--- src/rtl/uart_rx_fifo.sv ---
// uart_rx_fifo: show-ahead receive FIFO between the UART receiver and the CPU MMIO read path.
// Define UART_RX_FIFO_DROP_EN to discard overflow bytes instead of stalling the receiver.
module uart_rx_fifo #(
   parameter int DEPTH = 8,
   parameter int AW    = $clog2(DEPTH)
) (
   input  logic          clk,
   input  logic          rst,
   input  logic [7:0]    in_data,
   input  logic          in_valid,
   output logic          in_ready,
   output logic [7:0]    out_data,
   output logic          out_valid,
   input  logic          out_ready,
   output logic [AW:0]   count,
   output logic          full,
   output logic          empty,
   output logic [7:0]    drop_count
);

   localparam logic [AW:0]   DEPTH_C = DEPTH[AW:0];
   localparam logic [AW:0]   CNT_ONE = 1;
   localparam logic [AW-1:0] PTR_ONE = 1;

   logic [7:0]    mem [DEPTH];
   logic [AW-1:0] wr_ptr;
   logic [AW-1:0] rd_ptr;
   logic [AW:0]   occ;
   logic          push;
   logic          pop;

   assign full      = (occ == DEPTH_C);
   assign empty     = (occ == '0);
   assign out_valid = ~empty;
   assign count     = occ;
   assign out_data  = mem[rd_ptr];
   assign pop       = out_valid & out_ready;

`ifdef UART_RX_FIFO_DROP_EN
   logic [7:0] drop_cnt;

   // A full FIFO still takes a byte when the head leaves in the same cycle.
   assign in_ready   = 1'b1;
   assign push       = in_valid & (~full | pop);
   assign drop_count = drop_cnt;

   always_ff @(posedge clk or posedge rst) begin
      if (rst) begin
         drop_cnt <= 8'd0;
      end else if (in_valid && full && !pop && drop_cnt != 8'hFF) begin
         drop_cnt <= drop_cnt + 8'd1;
      end
   end
`else
   assign in_ready   = ~full;
   assign push       = in_valid & ~full;
   assign drop_count = 8'd0;
`endif

   // Storage carries no reset; stale entries are hidden by the occupancy count.
   always_ff @(posedge clk) begin
      if (push) begin
         mem[wr_ptr] <= in_data;
      end
   end

   always_ff @(posedge clk or posedge rst) begin
      if (rst) begin
         wr_ptr <= '0;
         rd_ptr <= '0;
         occ    <= '0;
      end else begin
         if (push) begin
            wr_ptr <= wr_ptr + PTR_ONE;
         end
         if (pop) begin
            rd_ptr <= rd_ptr + PTR_ONE;
         end
         case ({push, pop})
            2'b10:   occ <= occ + CNT_ONE;
            2'b01:   occ <= occ - CNT_ONE;
            default: occ <= occ;
         endcase
      end
   end

endmodule

--- config.mk ---
export PLATFORM = sky130hd
export DESIGN_NAME = uart_rx_fifo
export DESIGN_NICKNAME = d
export VERILOG_FILES = /design/src/rtl/uart_rx_fifo.sv
export SDC_FILE = /design/constraint.sdc
export NUM_CORES = 1
export LEC_CHECK = 0
export BUFFER_PORTS_ARGS = -buffer_cell sky130_fd_sc_hd__buf_2
export CAP_MARGIN = 20
export CORE_MARGIN = 3
export CORE_UTILIZATION = 40
export CTS_BUF_LIST = sky130_fd_sc_hd__clkbuf_16
export DETAILED_ROUTE_END_ITERATION = 6
export HOLD_SLACK_MARGIN = 0.15
export PLACE_DENSITY = 0.64
export REMOVE_ABC_BUFFERS = 1
export SLEW_MARGIN = 25
export SYNTH_ARGS = -nofsm -noshare
export SYNTH_HDL_FRONTEND = slang
export SYNTH_SLANG_ARGS = --single-unit
--- constraint.sdc ---
create_clock -name clk -period 2.8 [get_ports clk]
set_clock_uncertainty 0.15 [all_clocks]
set_input_delay 0.28 -clock clk [delete_from_list [all_inputs] [get_ports clk]]
set_output_delay 0.28 -clock clk [all_outputs]
set_load 0.01 [all_outputs]
==> flow_metrics.env <==
export IMPL_fin_ws_ns=0.0959
export IMPL_grt_util_all_layers_pct=13.7
export IMPL_grt_antenna_before_repair=0
export IMPL_timing_critical_path_fanout_max=4
export IMPL_num_io_pins=36
export IMPL_fmax_ghz=0.370
export IMPL_finalSetupTns_ns=0
export IMPL_clockRootBuffer="clkbuf_16"
export IMPL_antenna_cells_inserted=0
export IMPL_initialDrtViolationCount=87
export IMPL_final_fill_count=659
export IMPL_clock_tree_htree_level_count=3
export IMPL_clk_latency_ns=0.32
export IMPL_power_per_cell_area_mw_per_mm2=1000
export IMPL_yosys_top_cells_area="edfxtp_1, mux4_1, dfrtp_1"
export IMPL_cts_made_buffers=9
export IMPL_worst_r2r_path_depth=8
export IMPL_timing_critical_path_required_ns=2.85
export IMPL_finalPower_uw=3920
export IMPL_headroom_to_the_max_slew_limit_pct=46.5
export IMPL_final_hold_viol_count=0
export IMPL_crit_type="flip-flop to flip-flop"
export IMPL_ys_types=35
export IMPL_tritoncts="yes"
export IMPL_globalRouteOverflowTotal=0
export IMPL_dp_hpwl_mm=3.58
export IMPL_post_place_ws_ns=0.0561
export IMPL_timing_critical_path_from_type="flip-flop"
export IMPL_gr_usage_met2_pct=20.9
export IMPL_power_leakage_uw=0.00148
export IMPL_synthDominantCellAreaShare_pct=60.0
export IMPL_average_routed_wire_per_standard_cell_um=16.9
export IMPL_synth_area_leader_cell="edfxtp_1"
export IMPL_finish_utilization_pct=50.4
export IMPL_area_delta_synth_final_pct=22.3
export IMPL_r2r_end="count[3]$_DFFE_PP0P_"
export IMPL_first_global_vias=1632
export IMPL_worst_pin_slew_ns=0.803
export IMPL_floorplan_rows=32
export IMPL_yosysSeqAreaShare_pct=67.8
export IMPL_ys_top_cells_by_count="edfxtp_1, mux4_1, dfrtp_1, mux2_2"
export IMPL_design_core_area_mm2=0.00777
export IMPL_maxSlewViolCount=0
export IMPL_die_footprint_mm2=0.00912
export IMPL_layout_drive_gt1_share_pct=32.9
export IMPL_count_of_warnings_emitted_by_yosys=0
export IMPL_critical_path_arrival_ns=2.75
export IMPL_number_of_enable_flip_flop_cells_after_synthesis=64
export IMPL_top_cell_by_count_worst_path="ha_1"
export IMPL_die_h_um=95.5
export IMPL_drtPass1Iterations=4
export IMPL_worst_ir_drop_vdd_uv=581
export IMPL_path_delay_family="simple AND/OR/NAND/NOR gates"
export IMPL_postSynth_topFlopCell="edfxtp_1"
export IMPL_cpMaxStageDelayCell="or4b_2"
export IMPL_initial_utilization_pct=41.2
export IMPL_report_final_setup_viol=0
export IMPL_critical_path_reg2reg_startpoint="count[1]$_DFFE_PP0P_"
export IMPL_route_detailed_vias_per_inst=4.97
export IMPL_worst_path_largest_cell_delay_ns=0.62
export IMPL_grtUsageMet3_pct=4.42
export IMPL_mappedNetlistArea_mm2=0.00320
export IMPL_io_buf_count=27
export IMPL_gr_max_usage_layer="met2"
export IMPL_pin_count_of_the_biggest_net_entering_global_routing=19
export IMPL_synthMostInstantiatedCell="edfxtp_1"
export IMPL_gp_routability_congestion=0.807
export IMPL_final_min_period_over_clock_period_pct=96.6
export IMPL_run_status="completed"
export IMPL_die_width_um=95.5
export IMPL_synth_seq_cells=74
export IMPL_reg2reg_setup_slack_ns=0.1
export IMPL_syn_mean_instance_area_um2=18.8
export IMPL_vias=1669
export IMPL_grt_first_pass_wirelength_mm=8.83
export IMPL_clk_pin_slew_worst_paths_ns=0.06
export IMPL_buffers_inverters_on_critical_path=1
export IMPL_synth_async_sr_flop_share_pct=13.5
export IMPL_cts_path_max_buffers=2
export IMPL_max_cap_violations=0
export IMPL_final_antenna_net_count=0
export IMPL_cts_num_sinks=74
export IMPL_detail_route_wirelength_mm=5.68
export IMPL_finish_net_count=247
export IMPL_crit_path_end_kind="flip-flop"
export IMPL_groute_layer_met1_usage_pct=18.0
export IMPL_drt_drc_violations_left=0
export IMPL_timing_final_crit_period_ns=2.70
export IMPL_crit_chain="or4_4 -> nand2_2 -> inv_1 -> ha_1 -> ha_1 -> or4b_2 -> o311ai_2 -> o211ai_1"
export IMPL_netlist_instances=170
export IMPL_hold_path_class="primary input to asynchronous set/reset pin"
-- cells in the final DEF, fill, tap and decap left out, types with 2 or more instances in the layout --
master and instances:
clkbuf_16 9, mux4_1 16, ha_1 5, mux2_2 10, edfxtp_1 64, nand3_1 4, dfrtp_1 10, clkinv_2 2
xnor2_1 5, nor3_1 2, dlygate4sd3_1 11, nor2_1 7, nor3b_1 2, buf_4 18, conb_1 8, clkinvlp_4 2
nand2_1 2, nand2b_1 2, buf_2 27, inv_1 8
-- layer usage --
| layer | vias up | share of wire [%] |
|---|---|---|
| li1 | 786 | - |
| met1 | 835 | 44 |
| met2 | 42 | 49 |
| met3 | 6 | 4.5 |
| met4 | 0 | 1.8 |
| met5 | - | 0 |
-- registers in the layout, summed over array words and instances, names as in the netlist --
name,cells
count,4
mem,64
rd_ptr,3
wr_ptr,3
-- power breakdown --
part / internal, uW / switching (uW) / leakage [uW] / total, uW
Clock: 606 / 445 / 0.000134 / 1050
Combinational: 688 / 573 / 0.000652 / 1260
Sequential: 1420 / 189 / 0.000699 / 1610
Total: 2720 / 1210 / 0.00148 / 3920
-- worst reg2reg max path: cells and delay by family (launching register included) --
| family | cells | cell delay [ns] |
|---|---|---|
| simple gates | 3 | 1.27 |
| fa+ha+maj | 2 | 0.47 |
| buf+inv | 1 | 0.04 |
| flops | 1 | 0.41 |
| compound gates | 2 | 0.23 |
-- what timing repair did --
action,4_1_cts,5_1_grt
hold endpoints to repair,77,0
hold buffers,11,0
gates resized for setup,0,4
setup endpoints to repair,0,1
setup buffers,0,3
-- cells by family after synthesis --
logic type      count (synthesis)  synth area share [%]
flops                          74                  67.8
compound gates                  6                  1.33
other cells                     1                 0.117
buf+inv                        23                  4.49
fa+ha+maj                       6                  2.58
xor+xnor                        6                  1.64
simple gates                   26                  4.73
mux                            28                  17.3
-- metrics by stage --
| stage | hold WS (ns) | cell area (um^2) | cells |
|---|---|---|---|
| finish | 0.344 | 3920 | 336 |
| global route | 0.370 | 3920 | 336 |
| CTS | 0.355 | 3880 | 333 |
| detailed placement | 0.147 | 3490 | 306 |
| global placement | 0.141 | 3490 | 306 |
| floorplan | -0.0298 | 3120 | 162 |
-- worst max-delay path by stage --
stage                                    start                    to  slack (ns)  cells past startpoint
after floorplan           count[0]$_DFFE_PP0P_  count[3]$_DFFE_PP0P_       -0.16                      7
after global placement    count[0]$_DFFE_PP0P_  count[3]$_DFFE_PP0P_        0.12                      8
after detailed placement  count[1]$_DFFE_PP0P_  count[3]$_DFFE_PP0P_        0.06                      8
after CTS                 count[0]$_DFFE_PP0P_  count[3]$_DFFE_PP0P_        0.03                      8
after global routing      count[1]$_DFFE_PP0P_  count[3]$_DFFE_PP0P_      -0.005                      8
final                     count[1]$_DFFE_PP0P_  count[3]$_DFFE_PP0P_         0.1                      8
-- layout make-up --
type / instances / area [um^2] / share of cell area, %
clock buffer: 9 / 225 / 5.75
clock inverter: 7 / 53.8 / 1.37
inverter: 8 / 30.0 / 0.767
multi-input combinational: 80 / 927 / 23.7
sequential: 74 / 2170 / 55.5
tap: 102 / 128 / 3.26
timing repair buffer: 56 / 380 / 9.71
Power figures use the tool's default switching activity.
